--- config.mk ---
export PLATFORM = sky130hd
export DESIGN_NAME = ula_arbitro
export DESIGN_NICKNAME = d
export VERILOG_FILES = /design/src/rtl/ula_pkg.sv /design/src/rtl/ula.sv /design/src/rtl/ula_arbitro.sv
export SDC_FILE = /design/constraint.sdc
export NUM_CORES = 1
export LEC_CHECK = 0
export ABC_AREA = 1
export CAP_MARGIN = 20
export CORE_MARGIN = 5
export CORE_UTILIZATION = 38
export DETAILED_ROUTE_END_ITERATION = 6
export MAX_ROUTING_LAYER = met4
export PLACE_DENSITY = 0.66
export SLEW_MARGIN = 5
export SYNTH_ARGS = -nofsm -noshare
export SYNTH_HDL_FRONTEND = slang
export SYNTH_SLANG_ARGS = --single-unit
--- constraint.sdc ---
create_clock -name clock -period 3 [get_ports clock]
set_input_delay 0.6 -clock clock [delete_from_list [all_inputs] [get_ports clock]]
set_output_delay 0.6 -clock clock [all_outputs]
set_load 0.05 [all_outputs]
--- src/rtl/ula_pkg.sv ---
// ula_pkg: shared constants for the arbitrated ALU.
//   - LARGURA_PADRAO : default operand/result width
//   - ULA_* opcodes  : 3-bit ALU operation codes
//   - OCIOSO/EXECUTA/RESPONDE : FSM state encoding of ula_arbitro
package ula_pkg;

    localparam int unsigned LARGURA_PADRAO = 16;

    localparam logic [2:0] ULA_SOMA  = 3'b000;
    localparam logic [2:0] ULA_SUB   = 3'b001;
    localparam logic [2:0] ULA_AND   = 3'b010;
    localparam logic [2:0] ULA_OR    = 3'b011;
    localparam logic [2:0] ULA_NOT   = 3'b100;
    localparam logic [2:0] ULA_SHR   = 3'b101;
    localparam logic [2:0] ULA_SHL   = 3'b110;
    localparam logic [2:0] ULA_PASSA = 3'b111;

    localparam logic [1:0] OCIOSO   = 2'd0;
    localparam logic [1:0] EXECUTA  = 2'd1;
    localparam logic [1:0] RESPONDE = 2'd2;

endpackage

--- src/rtl/ula.sv ---
// ula: purely combinational ALU.
//   i_sel : opcode (ULA_* from ula_pkg)
//   i_x   : operand X
//   i_y   : operand Y
//   o_res : result, add/sub wrap modulo 2^LARGURA
module ula
    import ula_pkg::*;
#(
    parameter int unsigned LARGURA = LARGURA_PADRAO
) (
    input  logic [2:0]         i_sel,
    input  logic [LARGURA-1:0] i_x,
    input  logic [LARGURA-1:0] i_y,
    output logic [LARGURA-1:0] o_res
);

    always_comb begin
        o_res = '0;
        case (i_sel)
            ULA_SOMA:  o_res = i_x + i_y;
            ULA_SUB:   o_res = i_x - i_y;
            ULA_AND:   o_res = i_x & i_y;
            ULA_OR:    o_res = i_x | i_y;
            ULA_NOT:   o_res = ~i_x;
            ULA_SHR:   o_res = i_x >> 1;
            ULA_SHL:   o_res = i_x << 1;
            ULA_PASSA: o_res = i_x;
            default:   o_res = '0;
        endcase
    end

endmodule

--- src/rtl/ula_arbitro.sv ---
// ula_arbitro: two-requester arbiter in front of a single registered ALU.
// Ports:
//   clock, reset        : clock; synchronous active-high reset
//   req0/req1           : operation requests
//   sel0/sel1, x0/x1, y0/y1 : opcode and operands per requester
//   gnt0/gnt1           : combinational acceptance strobes (only in OCIOSO)
//   resultado, N, Z     : registered result and its negative/zero flags
//   valido, dono        : response valid and owning requester
//   ack                 : consumer accepts the response
//   ocupado             : FSM not idle
// Configuration macro: ULA_ARB_PRIO_FIXA_EN -- when defined, requester 0 always
// wins simultaneous requests; otherwise round-robin alternates after each response.
module ula_arbitro
    import ula_pkg::*;
#(
    parameter int unsigned LARGURA = LARGURA_PADRAO
) (
    input  logic               clock,
    input  logic               reset,
    input  logic               req0,
    input  logic               req1,
    input  logic [2:0]         sel0,
    input  logic [2:0]         sel1,
    input  logic [LARGURA-1:0] x0,
    input  logic [LARGURA-1:0] x1,
    input  logic [LARGURA-1:0] y0,
    input  logic [LARGURA-1:0] y1,
    output logic               gnt0,
    output logic               gnt1,
    output logic [LARGURA-1:0] resultado,
    output logic               N,
    output logic               Z,
    output logic               valido,
    output logic               dono,
    input  logic               ack,
    output logic               ocupado
);

    logic [1:0]         r_estado;
    logic [2:0]         r_sel;
    logic [LARGURA-1:0] r_x;
    logic [LARGURA-1:0] r_y;
    logic               r_dono;
    logic [LARGURA-1:0] r_resultado;
    logic               r_n;
    logic               r_z;
    logic               r_valido;
    logic [LARGURA-1:0] w_res;
`ifndef ULA_ARB_PRIO_FIXA_EN
    // 0: requester 0 wins a tie, 1: requester 1 wins a tie
    logic               r_ptr;
`endif

    // Grants are only offered while idle and out of reset.
    always_comb begin
        gnt0 = 1'b0;
        gnt1 = 1'b0;
        if (!reset && (r_estado == OCIOSO)) begin
            if (req0 && req1) begin
`ifdef ULA_ARB_PRIO_FIXA_EN
                gnt0 = 1'b1;
`else
                if (r_ptr) begin
                    gnt1 = 1'b1;
                end else begin
                    gnt0 = 1'b1;
                end
`endif
            end else if (req0) begin
                gnt0 = 1'b1;
            end else if (req1) begin
                gnt1 = 1'b1;
            end
        end
    end

    ula #(
        .LARGURA (LARGURA)
    ) u_ula (
        .i_sel (r_sel),
        .i_x   (r_x),
        .i_y   (r_y),
        .o_res (w_res)
    );

    always_ff @(posedge clock) begin
        if (reset) begin
            r_estado    <= OCIOSO;
            r_sel       <= '0;
            r_x         <= '0;
            r_y         <= '0;
            r_dono      <= 1'b0;
            r_resultado <= '0;
            r_n         <= 1'b0;
            r_z         <= 1'b0;
            r_valido    <= 1'b0;
`ifndef ULA_ARB_PRIO_FIXA_EN
            r_ptr       <= 1'b0;
`endif
        end else begin
            case (r_estado)
                OCIOSO: begin
                    if (req0 && gnt0) begin
                        r_sel    <= sel0;
                        r_x      <= x0;
                        r_y      <= y0;
                        r_dono   <= 1'b0;
                        r_estado <= EXECUTA;
                    end else if (req1 && gnt1) begin
                        r_sel    <= sel1;
                        r_x      <= x1;
                        r_y      <= y1;
                        r_dono   <= 1'b1;
                        r_estado <= EXECUTA;
                    end
                end
                EXECUTA: begin
                    r_resultado <= w_res;
                    r_n         <= w_res[LARGURA-1];
                    r_z         <= (w_res == '0);
                    r_valido    <= 1'b1;
                    r_estado    <= RESPONDE;
                end
                RESPONDE: begin
                    if (ack) begin
                        r_valido <= 1'b0;
`ifndef ULA_ARB_PRIO_FIXA_EN
                        r_ptr    <= ~r_dono;
`endif
                        r_estado <= OCIOSO;
                    end
                end
                default: begin
                    r_valido <= 1'b0;
                    r_estado <= OCIOSO;
                end
            endcase
        end
    end

    assign resultado = r_resultado;
    assign N         = r_n;
    assign Z         = r_z;
    assign valido    = r_valido;
    assign dono      = r_dono;
    assign ocupado   = (r_estado != OCIOSO);

endmodule

Word-level counts from Yosys, hierarchy flattened
Cells that the tools add are included.

word-level totals
  flip-flop bits (word level) = 58

operators by class
  add/subtract/negate cells = 2
  equality and inequality tests = 11
  mux-type cells = 24
  bitwise operators = 5
  reduce and logical (&&, ||, !) cells = 14

operators with widths
  kind                                                                    number
  16-bit one-hot mux with 8 select lines                                  1
  16-bit two-way mux                                                      4
  16-bit adder                                                            1
  16-bit bitwise AND                                                      1
  16-bit logical NOT                                                      1
  16-bit inverter                                                         1
  16-bit bitwise OR                                                       1
  16-bit subtractor                                                       1
  3-bit equality test (second input constant)                             4
  1-bit two-way mux                                                       12
  2-bit AND reduction                                                     4
  3-bit by 2-bit equality test with 1-bit output (second input constant)  2
  2-bit two-way mux                                                       3
  3-bit two-way mux                                                       2
  2-bit one-hot mux with 3 select lines                                   1
  1-bit logical AND                                                       4
  2-bit nonzero test                                                      2
  3-bit by 1-bit equality test with 1-bit output (second input constant)  1
  3-bit logical NOT                                                       1
  3-bit by 1-bit != test with 1-bit output (second input constant)        1
  1-bit one-hot mux with 3 select lines                                   1
  2-bit by 1-bit equality test with 1-bit output (second input constant)  1
  2-bit equality test (second input constant)                             1
  2-bit logical NOT                                                       1
  3 further kinds                                                         4

Logic depth before layout (Yosys ltp)
  depth after elaboration = 8
  depth in mapped cells = 24
  mapped depth without buffers = 24

Modules after synthesis
A second synthesis with hierarchy kept.

second synthesis, totals
  cells, all modules = 868
  area, all modules = 5009.8 um^2

by module, submodules not included
  module       instances  cells each  area an instance (um^2)  sequential area each (um^2)
  ula_arbitro  1          490         3005.4                   1141.1
  ula          1          378         2004.4                   0.0

Least setup slack after synthesis
Ideal clock, no wire load.

  path kind = register to register
  start = register r_y[0]
  end = register r_z (netlist: Z)
  setup time = 70 ps
  data arrival time = 2683 ps
  slack = 247 ps
  cell stages (with the launch flop) = 24
  path buffers = 0
  cell sequence = dfxtp_1 -> inv_1 -> ha_1 -> inv_1 -> nor3_1 -> nand3_1 -> nor3_1 -> a31oi_1 -> nor2_1 -> xor2_1 -> ha_1 -> nand2_1 -> inv_1 -> nand2_1 -> nand2_1 -> a21oi_1 -> nand2_1 -> nand2_1 -> nand2_1 -> nand2_1 -> nand2_1 -> nor3_2 -> nand3_1 -> a21oi_1

between the ends
  word-level cells in the longest chain between the ends = 3
  elaborated cells between the ends (all ways) = 6

ends and longest elaborated chain
  item                                       RTL line            text
  start: declaration                         ula_arbitro.sv:42   logic [LARGURA-1:0] r_y;
  start signal: assignment                   ula_arbitro.sv:106  r_y <= y0;
  start signal: assignment                   ula_arbitro.sv:112  r_y <= y1;
  16-bit subtractor (tied with other cells)  ula.sv:21           ULA_SUB: o_res = i_x - i_y;
  16-bit one-hot mux with 8 select lines *   ula.sv:19           case (i_sel)
  16-bit logical NOT *                       ula_arbitro.sv:120  r_z <= (w_res == '0);
  end signal: assignment                     ula_arbitro.sv:120
  end: declaration                           ula_arbitro.sv:46   logic r_z;

Mark *: on every way between the ends. The rest lies on a longest branch, timed or not.
A chain may end at the register's enable or synchronous reset.

Final worst setup path
Ends and elaborated chain as after synthesis.

==> flow_summary.json <==
{
  "status": "finished, violations left",
  "violations": "setup timing",
  "viasPerCell": 4.94,
  "antenna_found_initial": 0,
  "drc": 0,
  "ant_nets": 0,
  "cp-start-kind": "flip-flop",
  "rsz0062_at_grt": "true",
  "worst_pin_slew_ps": 507,
  "syn_area_sq_um": 4680,
  "die_area_sq_um": 14600,
  "antenna_cells": 0,
  "grt_pass1_vias": 4866,
  "p_per_area_nw_per_um2": 618,
  "fmax_mhz": 328,
  "clock_latency_ps": 330,
  "slew_headroom_pct": 66.1,
  "ys.warnings.count": 0,
  "total_power_w": 0.00406,
  "multi_input_area_sq_um": 3230,
  "grt_start_max_net_pins": 47,
  "required_ps": 3250,
  "io_buffers": 97,
  "clk_pin_slew_ps": 60,
  "ctsHoldBuffers": 0,
  "die_y_um": 121,
  "crit_arrival_ps": 3310,
  "grt_pass1_wl_mm": 23.9,
  "slowest_stage": "dfxtp_2",
  "leakagePower_nw": 2.98,
  "wl_per_cell_um": 13.9,
  "avgSynthCellArea_sq_um": 5.82,
  "fillCellCount": 1246,
  "place_congestion": 0.990,
  "design_area_sq_um": 6560,
  "clock_path_buffers": 2,
  "finClkSkew_ps": 4.94,
  "drive_gt1_share_pct": 14.4,
  "start_util_pct": 38.8,
  "totalWireLength_mm": 15.1,
  "vdd_drop_max_v": 0.000256,
  "grtUsageTotal_pct": 20.7,
  "period_share_pct": 102,
  "tritoncts": "built",
  "drt_iter0_markers": 360,
  "tns_ps": -51.6,
  "htree_levels": 3,
  "dp.cells": 1065,
  "die_x_um": 121,
  "synth_cell_types": 38,
  "slew_viol_final": 0,
  "worstPathCellList": "inv_2, ha_4, inv_4, nor3_4, nand3_2, nor3_4, a31oi_4, a21oi_1, xor2_1, ha_1, a21oi_1, nand2_2, a21oi_2, nand2_1, nand3_1, nand2_1, nand2_2, nand2_2, nor3_2, nand3_1, a21oi_1",
  "syn_nets": 898,
  "critPathMaxFanout": 3,
  "grt-ovfl-total": 0,
  "cts_root_buf": "clkbuf_16",
  "finalHoldViolCount": 0,
  "clock_sinks": 57,
  "hp-class": "flip-flop to flip-flop",
  "register_area_sq_um": 1140,
  "max_stage_delay_ps": 320,
  "period_minus_slack_ps": 3050,
  "drtPass1Iterations": 5,
  "cts_buffers": 9,
  "worst_slack_ps": -51.6,
  "dpl_cell_area_sq_um": 5950,
  "syn_to_final_growth_pct": 40.2,
  "ys_seq_elements": 57,
  "yosysSeqAreaShare_pct": 24.4,
  "worstSetupEndpointType": "flip-flop",
  "ios": 98,
  "nets": 1008,
  "core.rowCount": 40,
  "core_area_sq_um": 12100,
  "fin_cells": 1087,
  "dr_total_vias": 5369,
  "setup_violations": 1,
  "max_cap_viol_count": 0,
  "netlist_instances": 804,
  "post-dp-hpwl_mm": 11.6,
  "critical_path_class": "flip-flop to flip-flop"
}
-- per-layer routing --
layer / vias to the layer above / global-route usage (%) / share of wire, %
li1: 2807 / - / -
met1: 2399 / 28.8 / 49
met2: 137 / 30.5 / 44
met3: 26 / 2.00 / 4.0
met4: 0 / 9.28 / 3.5
met5: - / - / 0
-- state kept, by name (all words and copies together), names as in the netlist --
register / count
r_y: 16
r_sel: 3
dono: 1
valido: 1
r_x: 16
Z: 1
r_ptr: 1
r_estado: 2
resultado: 16
-- final timing paths --
kind / startpoint / to / slack (ps) / depth (start not counted)
worst max-delay path: r_y[0] / Z / -50 / 21
worst min-delay path: r_ptr / r_ptr / 460 / 2
worst max register to register: r_y[0] / Z / -50 / 21
worst min register to register: r_ptr / r_ptr / 460 / 2
-- kinds of logic after synthesis --
kind of cell / synth area share (%)
AOI/OAI and AO/OA: 17.6
xor gates and xnor gates: 2.81
adders and majority gates: 5.24
buffers and inverters: 12.2
DFF: 24.4
and+or+nand+nor: 37.8
-- cell usage in the layout (no fill, tap or decap), drive strengths merged, types with 2 or more instances in the layout --
master         instances
nand2                196
nor2                 140
inv                  113
clkdlybuf4s50         95
o21ai                 64
a21oi                 61
dfxtp                 57
nand3                 42
buf                   35
nand4                 22
ha                    18
xor2                  15
o22ai                 12
clkbuf                10
o211ai                 7
nor3                   6
or2                    5
a211oi                 3
nand3b                 3
and2                   2
clkinvlp               2
a31oi                  2
a21boi                 2
clkinv                 2
-- report_power, final --
group	total (W)	leakage [nW]	internal, W	switching (W)
registers	0.000917	0.467	0.000835	0.0000827
clock network	0.00103	0.139	0.000645	0.000383
logic	0.00211	2.37	0.000843	0.00127
-- timing repair --
item                                    4_1_cts  5_1_grt
endpoints found under the setup margin        4       10
buffers inserted                              2        5
pin swaps                                     8       32
resized for setup                            11       65
-- stage by stage --
stage	hold slack, ps	utilization [%]	setup WS [ps]
finish	462	54.4	-51.6
global route	491	54.4	-305
CTS	468	52.2	-72.9
detailed placement	459	49.3	-164
global placement	454	49.3	-135
floorplan	438	-	247
-- cell type report --
class | count | share of cell area, %
flip-flops and latches | 57 | 17.4
well taps | 168 | 3.20
repair buffers | 130 | 19.2
inverters | 112 | 6.45
clock buffers | 10 | 3.49
clock inverters | 6 | 1.03
multi-input cells | 604 | 49.2
-- worst max-delay path: cells and delay by family (launching register included) --
kind	cells	cell delay (ps)
simple gates	11	1220
compound gates	5	750
fa+ha+maj	2	440
flops	1	320
xor+xnor	1	160
buf+inv	2	110
-- cells in the mapped netlist --
library cell / count / area, sq um
a21boi_1: 1 / 7.51
nand2_1: 193 / 724
o211ai_1: 7 / 52.6
nor4_1: 1 / 6.26
fa_1: 1 / 20.0
buf_6: 1 / 11.3
ha_1: 18 / 225
o2111ai_1: 1 / 8.76
clkbuf_1: 15 / 56.3
dfxtp_1: 57 / 1140
o21ai_1: 3 / 15.0
o22ai_1: 12 / 75.1
o21ai_0: 60 / 300
or2_2: 5 / 31.3
nor2_2: 1 / 6.26
nor3_1: 4 / 20.0
and2_1: 2 / 12.5
buf_2: 10 / 50.1
nor2_1: 137 / 514
nand4_1: 22 / 138
a211oi_1: 3 / 22.5
a31oi_1: 2 / 12.5
o31ai_1: 1 / 7.51
nor3_2: 2 / 20.0
buf_4: 4 / 30.0
o21ai_2: 1 / 8.76
nand2_2: 2 / 12.5
a21boi_0: 1 / 7.51
nand3_1: 39 / 195
nand2_4: 1 / 11.3
a21oi_1: 61 / 305
buf_1: 1 / 3.75
inv_1: 105 / 394
inv_2: 7 / 26.3
nand3_2: 3 / 30.0
nor2_4: 2 / 22.5
xor2_1: 15 / 131
nand3b_1: 3 / 22.5
Note: power is estimated with default switching activity, not from simulation.
